===== config.mk =====
export PLATFORM = sky130hd
export DESIGN_NAME = cipher_core_mc
export DESIGN_NICKNAME = d
export VERILOG_FILES = /design/src/rtl/cipher_core_mc.sv
export SDC_FILE = /design/constraint.sdc
export NUM_CORES = 2
export LEC_CHECK = 0
export BUFFER_PORTS_ARGS = -buffer_cell sky130_fd_sc_hd__buf_2
export CAP_MARGIN = 20
export CORE_MARGIN = 2
export CORE_UTILIZATION = 60
export DETAILED_ROUTE_END_ITERATION = 12
export PLACE_DENSITY = 0.8
export SLEW_MARGIN = 20
export SYNTH_ARGS = -nofsm -noshare
export SYNTH_HDL_FRONTEND = slang
export SYNTH_SLANG_ARGS = --single-unit

===== constraint.sdc =====
create_clock -name clk -period 14.37 [get_ports clk]
set_input_delay 1.437 -clock clk [delete_from_list [all_inputs] [get_ports clk]]
set_output_delay 1.437 -clock clk [all_outputs]
set_load 0.01 [all_outputs]

===== src/rtl/cipher_core_mc.sv =====
// cipher_core_mc
// Multi-channel ECB/CTR controller that sits between a stream interface and
// external encrypt/decrypt round pipelines of fixed latency LAT.
//
// Ports:
//   clk, rst_n     clock; synchronous active-low reset
//   vin/tin/cin/din  input beat: valid, type (00 ENC, 01 DEC, 10 KEY, 11 IV),
//                    channel, data
//   keyed          key expansion complete; arms the core once
//   crypto_mode    0 ECB, 1 CTR; latched when the core arms
//   crypto_ready   core armed
//   eng_din        block presented to both engines (combinational)
//   enc_dout/dec_dout  engine results, LAT cycles after eng_din
//   vout/tout/cout/dout  output beat: valid, type (0 ENC, 1 DEC), channel, data
//   wrap_err       sticky per-channel counter-wrap flags
module cipher_core_mc #(
  parameter int DATA_W = 128,
  parameter int NUM_CH = 4,
  parameter int CH_W   = 2,
  parameter int CTR_W  = 32,
  parameter int LAT    = 10
) (
  input  logic              clk,
  input  logic              rst_n,
  input  logic              vin,
  input  logic [1:0]        tin,
  input  logic [CH_W-1:0]   cin,
  input  logic [DATA_W-1:0] din,
  input  logic              keyed,
  input  logic              crypto_mode,
  output logic              crypto_ready,
  output logic [DATA_W-1:0] eng_din,
  input  logic [DATA_W-1:0] enc_dout,
  input  logic [DATA_W-1:0] dec_dout,
  output logic              vout,
  output logic              tout,
  output logic [CH_W-1:0]   cout,
  output logic [DATA_W-1:0] dout,
  output logic [NUM_CH-1:0] wrap_err
);

  localparam logic [1:0] T_ENC = 2'b00;
  localparam logic [1:0] T_DEC = 2'b01;
  localparam logic [1:0] T_IV  = 2'b11;

  logic              mode;
  logic [DATA_W-1:0] enc_ctr [NUM_CH];
  logic [DATA_W-1:0] dec_ctr [NUM_CH];

  logic              accept;
  logic              iv_load;
  logic [DATA_W-1:0] sel_ctr;
  logic [DATA_W-1:0] next_ctr;
  logic              wrap_hit;

  // control pipeline, aligned with the external engine latency
  logic              pv [LAT];
  logic              pt [LAT];
  logic [CH_W-1:0]   pc [LAT];
  logic [DATA_W-1:0] pp [LAT];

  // Beat qualification, counter selection/increment and engine input mux.
  always_comb begin
    accept   = 1'b0;
    iv_load  = 1'b0;
    sel_ctr  = '0;
    next_ctr = '0;
    wrap_hit = 1'b0;
    eng_din  = '0;

    accept  = vin && crypto_ready && ((tin == T_ENC) || (tin == T_DEC));
    iv_load = vin && (tin == T_IV);

    if (tin == T_DEC) begin
      sel_ctr = dec_ctr[cin];
    end else begin
      sel_ctr = enc_ctr[cin];
    end

    // only the low CTR_W bits count; the upper part is a fixed nonce
    next_ctr              = sel_ctr;
    next_ctr[CTR_W-1:0]   = sel_ctr[CTR_W-1:0] + {{(CTR_W-1){1'b0}}, 1'b1};
    wrap_hit              = &sel_ctr[CTR_W-1:0];

    if (accept) begin
      if (mode) begin
        eng_din = sel_ctr;
      end else begin
        eng_din = din;
      end
    end else begin
      eng_din = '0;
    end
  end

  // Arming, mode latch, per-channel counters and sticky wrap flags.
  always_ff @(posedge clk) begin
    if (!rst_n) begin
      crypto_ready <= 1'b0;
      mode         <= 1'b0;
      wrap_err     <= '0;
      for (int i = 0; i < NUM_CH; i++) begin
        enc_ctr[i] <= '0;
        dec_ctr[i] <= '0;
      end
    end else begin
      if (keyed && !crypto_ready) begin
        crypto_ready <= 1'b1;
        mode         <= crypto_mode;
      end

      if (iv_load) begin
        enc_ctr[cin]  <= din;
        dec_ctr[cin]  <= din;
        wrap_err[cin] <= 1'b0;
      end else if (accept && mode) begin
        if (tin == T_DEC) begin
          dec_ctr[cin] <= next_ctr;
        end else begin
          enc_ctr[cin] <= next_ctr;
        end
        if (wrap_hit) begin
          wrap_err[cin] <= 1'b1;
        end
      end
    end
  end

  // Control pipeline shift; idle stages carry zeros so the exit fields are clean.
  always_ff @(posedge clk) begin
    if (!rst_n) begin
      for (int i = 0; i < LAT; i++) begin
        pv[i] <= 1'b0;
        pt[i] <= 1'b0;
        pc[i] <= '0;
        pp[i] <= '0;
      end
    end else begin
      for (int i = LAT - 1; i > 0; i--) begin
        pv[i] <= pv[i-1];
        pt[i] <= pt[i-1];
        pc[i] <= pc[i-1];
        pp[i] <= pp[i-1];
      end
      if (accept) begin
        pv[0] <= 1'b1;
        pt[0] <= tin[0];
        pc[0] <= cin;
        pp[0] <= mode ? din : '0;
      end else begin
        pv[0] <= 1'b0;
        pt[0] <= 1'b0;
        pc[0] <= '0;
        pp[0] <= '0;
      end
    end
  end

  // Output register: combine engine result with the realigned control stage.
  always_ff @(posedge clk) begin
    if (!rst_n) begin
      vout <= 1'b0;
      tout <= 1'b0;
      cout <= '0;
      dout <= '0;
    end else begin
      vout <= pv[LAT-1];
      tout <= pt[LAT-1];
      cout <= pc[LAT-1];
      if (pv[LAT-1]) begin
        if (mode) begin
          // CTR decrypt also uses the encrypt engine on the counter block
          dout <= enc_dout ^ pp[LAT-1];
        end else if (pt[LAT-1]) begin
          dout <= dec_dout;
        end else begin
          dout <= enc_dout;
        end
      end else begin
        dout <= '0;
      end
    end
  end

endmodule

==> qor.txt <==
CTS H-tree lvls: 4
DRC: 0
initial antenna violation count: 36
largest cells by area after synthesis: edfxtp_1 38%, dfxtp_1 29%, and2_1 8.2%, mux4_2 5.7%, nor2_1 3.7%
Reg area: 61,200 sq um
critical hold path startpoint: pp[0][258]$_DFF_P_
placed cell area: 96,000 sq um
Core Rows: 142
Detailed Routing Iterations Pass 1: 6
Initial DRC Count: 5,884
clock latency on the worst-skew pair: 850 ps
CP max FO: 43
pin slew with the least headroom to its limit: 1220 ps
Worst setup EP type: output port
Post-DP HPWL: 133,000 um
post-route ant nets: 0
pin count of the biggest net entering global routing: 254
Starting Density: 60.5%
startpoint type of the worst setup path: primary input
clock skew: 47.7 ps
Reg clk slew, reported paths: 60 ps
fmax: 147 MHz
hold path endpoint: pp[0][386]$_DFF_P_
Async SR Flop Fraction: 0%
most common flop cell mapped by yosys: dfxtp_1
Reg2Reg Capture Point: dec_ctr[0][62]$_SDFFCE_PN0P_
Hold Buf Count CTS: 0
Setup Viol. Count Final: 0
Ports: 658
flops & latches, synth: 2,482
# port buffers: 657
Synth top area share: 38.2%
number of vias per cell: 5.60
R2R setup slack: 9120 ps
outcome: finished, final reports clean
worst setup path class: primary input to output port
Core Area: 150,000 sq um
Final Critical Period: 6780 ps
slew margin rel.: 19.0%
vias in the first global route: 54.5k
root buffer cell: clkbuf_16
first-pass GRT wire length: 331,000 um
number of post-CTS setup repair buffers: 0
Setup Total Neg Slack: 0 ps
share of cells above drive strength 1: 17.3%
DRT Wirelength: 224,000 um
die width: 393 um
Synth Cell Area: 90,800 sq um
Filler cells: 10.4k
Congestion Overflow GR: 0
worst r2r src: mode$_SDFFE_PN0P_
hold crit path type: flop to flop
largest area contributor in the netlist: edfxtp_1
Top delay family on crit path: buffers and inverters
Multi-input gate area: 27,400 sq um
CP Cell Sequence: buf_2, nand2b_4, buf_4, buf_4, nand2b_1, o211ai_1, o21ai_0, buf_2
Nets: 8,094
max incr delay on CP: 830 ps
syn_area_per_cell: 12.8 sq um
Synth-to-Final Area Change: 14.4%
maximum vdd drop: 118 uV
Syn. warnings: 0
post_cts resized: 0
Netlist cell types: 69
RSZ-0062 raised after global routing: no
Cells after Synth: 7,093
die area: 154,000 sq um
CTS Buffer Depth: 3
Post-synth EDFFs: 1,154
CTS sink count: 2,482
CTS Buf Count: 233
Final Slew Violations: 0
Routed WL per cell: 22.5 um
Hold Fails Final Rpt: 0
Reg2Reg Depth: 8
sequential fraction of the synthesis area: 67.5%
Hold Path Stages: 1
Die Span Y: 393 um
CTS tree: built
most frequent cell after synthesis: dfxtp_1
final instance area: 104,000 sq um
most common library cells after synthesis: 1,328 x dfxtp_1, 1,196 x and2_1, 1,154 x edfxtp_1
Vias: 55.7k
Leak Pwr: 0.0424 uW
Pwr per Cell Area: 138 nW/um^2
slowest CP cell: o211ai_1
crit share post-route: 47.2%
Total GRT Usage: 28.6%
gpl congestion: 0.918
worst hold margin: 391 ps
Arr. time, crit path: 5350 ps
required time worst endpoint: 12,930 ps
Max Cap Viol: 0
CP bufs+invs: 4
## metrics by stage
| step | utilization [%] | setup WS (ps) | instances | total power, uW |
|---|---|---|---|---|
| after floorplan | - | 1270 | 7222 | 8140 |
| after global placement | 64.0 | 7780 | 9479 | 8400 |
| after detailed placement | 64.0 | 7660 | 9480 | 8420 |
| after CTS | 69.2 | 7740 | 9921 | 14400 |
| after global routing | 69.2 | 7530 | 9932 | 14800 |
| final | 69.3 | 7590 | 9945 | 14400 |
## registers in the layout, summed over array words and instances (netlist names), 2 cells and up, named ones only
register and flops:
cout 2, dec_ctr 512, dout 128, enc_ctr 512
pc 20, pp 1280, pt 10, pv 10
## cell usage in the layout, fill, tap and decap left out, drive strengths merged, types with 8 or more instances in the layout
master,n
dfxtp,1328
and2,1197
edfxtp,1154
nor2,900
buf,728
clkbuf,341
a211oi,259
inv,248
mux4,229
nand2,163
mux2i,160
a21oi,144
and3,142
o21ai,142
nor2b,136
xnor2,135
conb,130
a22oi,109
clkinv,81
diode,23
a31oi,18
nand3,17
or3,15
mux2,13
o211ai,11
bufinv,11
xor2,10
nor4,8
## worst reg2reg max path, delay by kind of cell (launching register included)
family | cells | cell delay (ps)
and+or+nand+nor | 4 | 1820
DFF | 1 | 820
AOI/OAI and AO/OA | 1 | 110
buffers and inverters | 3 | 2060
## routing by layer
metal,up-vias,wire (um),part of all wire (%),track usage (%)
li1,25500,-,-,-
met4,16,9680,4.3,13.5
met5,-,117,0.052,0
met2,3412,99200,44,43.2
met3,589,27800,12,7.74
met1,26200,87000,39,38.7
## worst max path at each step
stage / from / end / slack (ps) / depth (start not counted)
floorplan: cin[1] / dec_ctr[3][0]$_DFFE_PP_ / 1270 / 9
global placement: cin[0] / dec_ctr[1][24]$_SDFFCE_PN0P_ / 7780 / 10
detailed placement: cin[0] / dec_ctr[1][24]$_SDFFCE_PN0P_ / 7660 / 10
CTS: tin[1] / eng_din[2] / 7740 / 8
global route: tin[1] / eng_din[2] / 7530 / 8
finish: tin[1] / eng_din[2] / 7590 / 8
## cell type report
class,instances,area share [%]
multi-input combinational,4012,26.4
antenna,23,0.0554
inverter,243,0.878
sequential,2482,59.0
timing repair buffer,728,3.84
clock buffer,341,6.54
clock inverter,100,0.930
tap,2016,2.43
## report_power, final
part	internal, uW	switching, uW	total, uW
clock network	3480	2610	6090
logic	239	470	709
registers	7530	42.1	7580
total	11300	3120	14400
## cells by family after synthesis
group                    after synthesis  synth area share (%)
other                                  1               0.00413
flip-flops                          2482                  67.5
XOR/XNOR                             145                  1.40
multiplexers                         402                  7.61
buffers and inverters                728                  3.15
AND/OR/NAND/NOR                     2619                  15.2
AO/OA/AOI/OAI                        715                  5.17
adder cells (fa/ha/maj)                1                0.0138
(Power assumes the default switching activity.)
